**src/rtl/div_unit.sv**
```systemverilog
// div_unit: iterative radix-2 restoring divider for MIPS DIV/DIVU.
// Produces {remainder, quotient} WIDTH+2 edges after start is sampled,
// or 2 edges for a zero divisor. Holds the result until start drops.
module div_unit #(
  parameter int WIDTH = 32,
  parameter int CNT_W = 6
) (
  input  logic                 clk,
  input  logic                 rst,
  input  logic                 signed_div_i,
  input  logic [WIDTH-1:0]     opdata1_i,
  input  logic [WIDTH-1:0]     opdata2_i,
  input  logic                 start_i,
  input  logic                 annul_i,
  output logic [2*WIDTH-1:0]   result_o,
  output logic                 ready_o
);

  typedef enum logic [1:0] {
    FREE   = 2'b00,
    BYZERO = 2'b01,
    ON     = 2'b10,
    END    = 2'b11
  } state_t;

  localparam logic [WIDTH-1:0] ONE_W     = {{(WIDTH-1){1'b0}}, 1'b1};
  localparam logic [WIDTH-1:0] ZERO_W    = {WIDTH{1'b0}};
  localparam logic [CNT_W-1:0] CNT_LAST  = CNT_W'(WIDTH);
  localparam logic [CNT_W-1:0] CNT_ONE   = {{(CNT_W-1){1'b0}}, 1'b1};

  state_t               state_r;
  logic [CNT_W-1:0]     cnt_r;
  logic [2*WIDTH:0]     work_r;      // {partial remainder (W+1), dividend/quotient (W)}
  logic [WIDTH-1:0]     divisor_r;
  logic                 sign1_r;
  logic                 sign2_r;

  logic [WIDTH-1:0]     op1_abs_s;
  logic [WIDTH-1:0]     op2_abs_s;
  logic [2*WIDTH:0]     shifted_s;
  logic [WIDTH+1:0]     diff_s;
  logic [2*WIDTH:0]     work_next_s;
  logic [WIDTH-1:0]     quot_fix_s;
  logic [WIDTH-1:0]     rem_fix_s;

  // Operand magnitudes; the most-negative value keeps its bit pattern as an unsigned magnitude.
  always_comb begin
    op1_abs_s = opdata1_i;
    op2_abs_s = opdata2_i;
    if (signed_div_i && opdata1_i[WIDTH-1]) begin
      op1_abs_s = ~opdata1_i + ONE_W;
    end else begin
      op1_abs_s = opdata1_i;
    end
    if (signed_div_i && opdata2_i[WIDTH-1]) begin
      op2_abs_s = ~opdata2_i + ONE_W;
    end else begin
      op2_abs_s = opdata2_i;
    end
  end

  // One restoring step: shift left, trial-subtract divisor from the upper bits.
  always_comb begin
    shifted_s   = work_r << 1;
    diff_s      = {1'b0, shifted_s[2*WIDTH:WIDTH]} - {2'b00, divisor_r};
    work_next_s = shifted_s;
    if (!diff_s[WIDTH+1]) begin
      work_next_s = {diff_s[WIDTH:0], shifted_s[WIDTH-1:1], 1'b1};
    end else begin
      work_next_s = {shifted_s[2*WIDTH:1], 1'b0};
    end
  end

  // Sign fix-up of the final magnitudes (sign flags are only set in signed mode).
  always_comb begin
    quot_fix_s = work_r[WIDTH-1:0];
    rem_fix_s  = work_r[2*WIDTH-1:WIDTH];
    if (sign1_r ^ sign2_r) begin
      quot_fix_s = ~work_r[WIDTH-1:0] + ONE_W;
    end else begin
      quot_fix_s = work_r[WIDTH-1:0];
    end
    if (sign1_r) begin
      rem_fix_s = ~work_r[2*WIDTH-1:WIDTH] + ONE_W;
    end else begin
      rem_fix_s = work_r[2*WIDTH-1:WIDTH];
    end
  end

  // Control FSM with registered ready/result; annul beats completion in ON.
  always_ff @(posedge clk or posedge rst) begin
    if (rst) begin
      state_r   <= FREE;
      cnt_r     <= {CNT_W{1'b0}};
      work_r    <= {(2*WIDTH+1){1'b0}};
      divisor_r <= ZERO_W;
      sign1_r   <= 1'b0;
      sign2_r   <= 1'b0;
      ready_o   <= 1'b0;
      result_o  <= {(2*WIDTH){1'b0}};
    end else begin
      case (state_r)
        FREE: begin
          ready_o  <= 1'b0;
          result_o <= {(2*WIDTH){1'b0}};
          if (start_i && !annul_i) begin
            divisor_r <= op2_abs_s;
            work_r    <= {{(WIDTH+1){1'b0}}, op1_abs_s};
            sign1_r   <= signed_div_i & opdata1_i[WIDTH-1];
            sign2_r   <= signed_div_i & opdata2_i[WIDTH-1];
            cnt_r     <= {CNT_W{1'b0}};
            if (opdata2_i == ZERO_W) begin
              state_r <= BYZERO;
            end else begin
              state_r <= ON;
            end
          end else begin
            state_r <= FREE;
          end
        end
        BYZERO: begin
          if (annul_i) begin
            state_r <= FREE;
            ready_o <= 1'b0;
          end else begin
            state_r  <= END;
            ready_o  <= 1'b1;
            result_o <= {(2*WIDTH){1'b0}};
          end
        end
        ON: begin
          if (annul_i) begin
            state_r <= FREE;
            cnt_r   <= {CNT_W{1'b0}};
            work_r  <= {(2*WIDTH+1){1'b0}};
            ready_o <= 1'b0;
          end else if (cnt_r == CNT_LAST) begin
            state_r  <= END;
            ready_o  <= 1'b1;
            result_o <= {rem_fix_s, quot_fix_s};
          end else begin
            work_r <= work_next_s;
            cnt_r  <= cnt_r + CNT_ONE;
          end
        end
        END: begin
          if (!start_i) begin
            state_r  <= FREE;
            ready_o  <= 1'b0;
            result_o <= {(2*WIDTH){1'b0}};
          end else begin
            state_r <= END;
          end
        end
        default: begin
          state_r  <= FREE;
          ready_o  <= 1'b0;
          result_o <= {(2*WIDTH){1'b0}};
        end
      endcase
    end
  end

endmodule

```
**config.mk**
```make
export PLATFORM = sky130hd
export DESIGN_NAME = div_unit
export DESIGN_NICKNAME = d
export VERILOG_FILES = /design/src/rtl/div_unit.sv
export SDC_FILE = /design/constraint.sdc
export NUM_CORES = 1
export LEC_CHECK = 0
export ABC_AREA = 1
export BUFFER_PORTS_ARGS = -buffer_cell sky130_fd_sc_hd__buf_2
export CORE_UTILIZATION = 60
export CTS_CLUSTER_SIZE = 10
export DETAILED_ROUTE_END_ITERATION = 8
export PLACE_DENSITY = 0.78
export SKIP_LAST_GASP = 1
export SLEW_MARGIN = 20
export SYNTH_ARGS = -nofsm -noshare
export SYNTH_HDL_FRONTEND = slang
export SYNTH_SLANG_ARGS = --single-unit
export TNS_END_PERCENT = 10
```
**constraint.sdc**
```tcl
create_clock -name clk -period 6.9 [get_ports clk]
set_input_delay 1.38 -clock clk [delete_from_list [all_inputs] [get_ports clk]]
set_output_delay 1.38 -clock clk [all_outputs]
set_load 0.05 [all_outputs]
```
; ---- Word level (Yosys, flattened, before mapping)
; Index checks and enable logic that the tools add are counted.
[word_totals]
ff_bits = 171
[op_classes]
eq_ne = 11
reduce_logical = 11
add_sub_neg = 6
mux = 30
n_bitwise = 7
[ops]
columns = cell, count
row1 = 64-bit two-way mux, 8
row2 = 64-bit case mux with 4 select lines, 1
row3 = 32-bit by 1-bit adder with 32-bit output (second input constant), 4
row4 = 32-bit two-way mux, 4
row5 = 32-bit inverter, 4
row6 = 64-bit case mux with 2 select lines, 1
row7 = 33-bit by 32-bit subtractor with 34-bit output, 1
row8 = 32-bit zero test, 1
row9 = 6-bit two-way mux, 3
row10 = 2-bit two-way mux, 6
row11 = 6-bit case mux with 2 select lines, 1
row12 = 2-bit != test (second input constant), 5
row13 = 2-bit case mux with 4 select lines, 1
row14 = 6-bit by 1-bit adder with 6-bit output (second input constant), 1
row15 = 6-bit == test (second input constant), 1
row16 = 3-bit != test (second input constant), 2
row17 = 2-bit == test (second input constant), 2
row18 = 1-bit two-way mux, 4
row19 = 1-bit case mux with 4 select lines, 1
row20 = 2-bit AND reduction, 2
row21 = 4-bit AND reduction, 1
row22 = 1-bit logical AND, 3
row23 = 3-bit AND reduction, 1
row24 = 1-bit bitwise AND, 2
row25 = 5 further kinds, 5

; ---- Longest topological paths before layout
[logic_depth]
ltp_word = 6
ltp_mapped = 16
ltp_nobuf = 16

; ---- Worst setup path after synthesis
; No wires, ideal clock.
[synth_timing]
path_type = input -> register
from = input port opdata1_i[1]
to = register work_r[20]
path_buffers = 0
setup_slack_ps = 4247
arrival_ps = 2531
t_required_ps = 6778
path_stages = 11
path_cell_list = inv_1 ha_1 nand3_1 nor2_2 nand3_2 nor2_1 nand3_1 nand2_1 nand2_1 nand3_1 a21oi_1
[synth_via]
elab_chain_len = 5
[synth_rtl]
columns = element, line_no
row1 = from (decl), 11  ; input logic [WIDTH-1:0] opdata1_i,
row2 = 32-bit inverter, 51  ; op1_abs_s = ~opdata1_i + ONE_W;
row3 = 32-bit by 1-bit adder with 32-bit output, 51
row4 = 32-bit two-way mux, 50  ; if (signed_div_i && opdata1_i[WIDTH-1]) begin
row5 = 64-bit two-way mux, 106  ; if (start_i && !annul_i) begin
row6 = 64-bit case mux with 2 select lines, 102  ; case (state_r)
row7 = to (signal assigned), 95  ; work_r <= {(2*WIDTH+1){1'b0}};
row8 = to (signal assigned), 108  ; work_r <= {{(WIDTH+1){1'b0}}, op1_abs_s};
row9 = to (signal assigned), 135  ; work_r <= {(2*WIDTH+1){1'b0}};
row10 = to (decl), 33  ; logic [2*WIDTH:0] work_r;
; Every way passes these cells. The select of a mux whose other input is x is not followed.
; A chain may end at the register's enable or synchronous reset.

; ---- Worst setup path in the final report
[layout_timing]
from = register state_r[0]
to = register work_r[1]
[layout_via]
elab_chain_len = 3
word_cells_on_any_way = 7
[layout_rtl]
columns = element, line_no
row1 = from (decl), 31  ; state_t state_r;
row2 = from (signal assigned), 93  ; state_r <= FREE;
row3 = from (signal assigned), 113  ; state_r <= BYZERO;
row4 = from (signal assigned), 115  ; state_r <= ON;
row5 = 2-bit == test / 2-bit zero test (equally long branches), 102
row6 = 3-bit != test (no source line) (tied with other cells), --
row7 = 3-bit AND reduction (no source line), --
; Several ways; a longest one is shown, not always the timed one.

==> results.md <==
- Vias: around 14000
- Hold Startpoint: result_o[22]
- Layout cell share with drive strength beyond 1: about a tenth
- RR Startpoint: state_r[0]
- R2r worst-path depth: 11
- Root Driver: clkbuf_16
- Setup slack, reg-to-reg: around 2.8 ns
- Vias in the first global route: 12100
- Final worst slack: approximately 2.8 ns
- Die Y: 152 µm
- # fillers: approximately 2100
- Final period util: between 50 and 60%
- CTS Hold Buffers Added: 0
- Final Hold Fails: 0
- Post-CTS Setup Bufs: 0
- Status: complete, no violations
- DP Wirelength: around 30 mm
- Post-route cell area: between 10000 and 15000 µm²
- Drc violations: 0
- Final ANT Viol Nets: 0
- Core area: ~22000 µm²
- Drt total wl: approximately 38 mm
- Vias per std cell: 5.54
- CTS Buf Count: 17
- DR pass1 iterations: 5
- Worst hold slack: roughly 0.48 ns
- Critical path class: flop to flop
- Seq/Total Area, Yosys: between 30% and 40%
- DP Area: 14200 µm²
- Final critical-path required period: a little over 4 ns
- CP startpoint: state_r[0]
- Initial Utilization: slightly above 60%
- HP Class: flop to flop
- Worst slack, placed: 2.93 ns
- Yosys warns: 0
- CTS Buffer Depth: 2
- Pwr Density: just over 300 nW/µm²
- Prevailing post-synth register cell: dfrtp_1
- DR WL/cell: about 15 µm
- FP Rows: 54
- Clock latency on the worst-skew pair: around 0.43 ns
- Global-route wire length before repair: 61.3 mm
- # setup viols final: 0
- DR iter-0 viols: 1329
- Most common cell after layout, fill and taps aside: nand2_1
- Crit Path Max Fanout: 84
- Final Wtd Congestion: between 0.9 and 1
- Max Slew Vio Count: 0
- Leakage Power: approximately 8.4 nW
- Crit start category: flop
- #FFs+latches synth: 171
- Die footprint: ~23000 µm²
- Remaining global-route overflow: 0
- Commonest non-fill, non-tap cells in the layout: nand2_1, inv_1, nand3_1
- CP Data Required Time: about 7 ns
- Post-synth EDFFs: 0
- Pin count of the biggest net entering global routing: around 110
- Post-Synthesis Net Count: around 2200
- Synth Area per Inst: between 6 and 7 µm²
- Final core utilization: approximately 67%
- Endpoint class of the critical path: flop
- Post_cts resized: 0
- Non-filler cells in the finished layout: ~2500
- Slew HR: ~32%
- Port Buffers: around 130
- Worst R2R End: work_r[1]
- Synth Instances: ~2100
- Area Growth Syn to Fin: 9.73%
- Die W: roughly 150 µm
- Slew at the pin with the worst max-slew slack: between 1 and 1.5 ns
- ANT cells: 0
- CP arrival: 4.39 ns
- Total GRT Usage: between 30% and 40%
- H-Tree Depth: 4
- Synth cell types: 49
- Top Ports: between 100 and 150
- CTS tree: yes
- Worst-path clk slew: 0.07 ns
- Post-Place Cells: around 2500
- Setup TNS Final: 0 ns
- RSZ-0062 raised after global routing: false
- Tot Pwr: approximately 4.5 mW
- Worst vdd ir: between 300 and 400 µV
- Post-Synthesis Cell Area: 13500 µm²
- Clock skew: 0.00911 ns
- Crit path to: work_r[1]
- CTS sink count: ~170
- Initial antenna violation count: 0
- FMAX: 0.243 GHz
- Layout Nets: about 2300
- Fraction of registers with async set/reset: between 90% and 100%
- Max_cap viols: 0
where the power goes:
part / leakage, nW / internal [mW] / switching [mW]
Sequential: 2.25 / 1.23 / 0.177
Combinational: 5.84 / 0.622 / 1.56
Clock: 0.264 / 0.509 / 0.437
critical path, cell delays in order (launching register included):
cell	delay (ns)
dfrtp_1	0.40
inv_1	0.11
ha_1	0.69
inv_2	0.46
nor2_2	0.16
buf_4	0.33
nand2_2	0.13
nand2_2	0.07
buf_4	0.63
inv_1	0.55
o211ai_1	0.24
o221ai_1	0.15
per-layer routing:
metal / track usage, % / part of all wire, % / up-vias
li1: - / - / 6955
met3: 6.35 / 10 / 32
met2: 47.2 / 40 / 628
met4: 7.72 / 1.2 / 0
met5: 0 / 0 / -
met1: 53.8 / 49 / 6319
cells in the mapped netlist (all sizes together), types with 17 or more instances:
| library cell | number | area [µm²] |
|---|---|---|
| inv | 341 | 1280 |
| xnor2 | 17 | 149 |
| clkbuf | 24 | 90.1 |
| a22oi | 21 | 158 |
| dfrtp | 171 | 4280 |
| ha | 42 | 526 |
| nor2 | 181 | 773 |
| nor3 | 21 | 115 |
| buf | 40 | 231 |
| nand4 | 37 | 231 |
| xor2 | 27 | 236 |
| nand2 | 706 | 2700 |
| o21ai | 130 | 654 |
| a21oi | 81 | 420 |
| nand3 | 242 | 1250 |
registers in the layout (all words and copies together), names as in the netlist:
signal,count
sign2_r,1
state_r,2
work_r,64
divisor_r,32
result_o,64
ready_o,1
cnt_r,6
sign1_r,1
cell type report:
| type | instances | area (µm²) | area share [%] |
|---|---|---|---|
| sequential | 171 | 4280 | 29.0 |
| inverter | 341 | 1280 | 8.70 |
| clock inverter | 12 | 113 | 0.762 |
| multi-input combinational | 1552 | 7590 | 51.4 |
| timing repair buffer | 139 | 711 | 4.81 |
| clock buffer | 19 | 443 | 3.00 |
| tap | 280 | 350 | 2.37 |
worst min-delay path by stage:
stage                     depth (start not counted)            end  slack [ns]
after floorplan                                   2  divisor_r[31]        0.45
after global placement                            2   result_o[29]        0.46
final                                             2   result_o[22]        0.48
after detailed placement                          2   result_o[17]        0.46
after CTS                                         2   result_o[24]        0.48
after global routing                              2   result_o[10]        0.49
cells by family after synthesis:
| group | synth area share (%) |
|---|---|
| AND/OR/NAND/NOR | 38.5 |
| buffers and inverters | 11.9 |
| AO/OA/AOI/OAI | 10.9 |
| flip-flops | 31.8 |
| XOR/XNOR | 2.86 |
| adder cells (fa/ha/maj) | 4.05 |
Power figures use the tool's default switching activity.
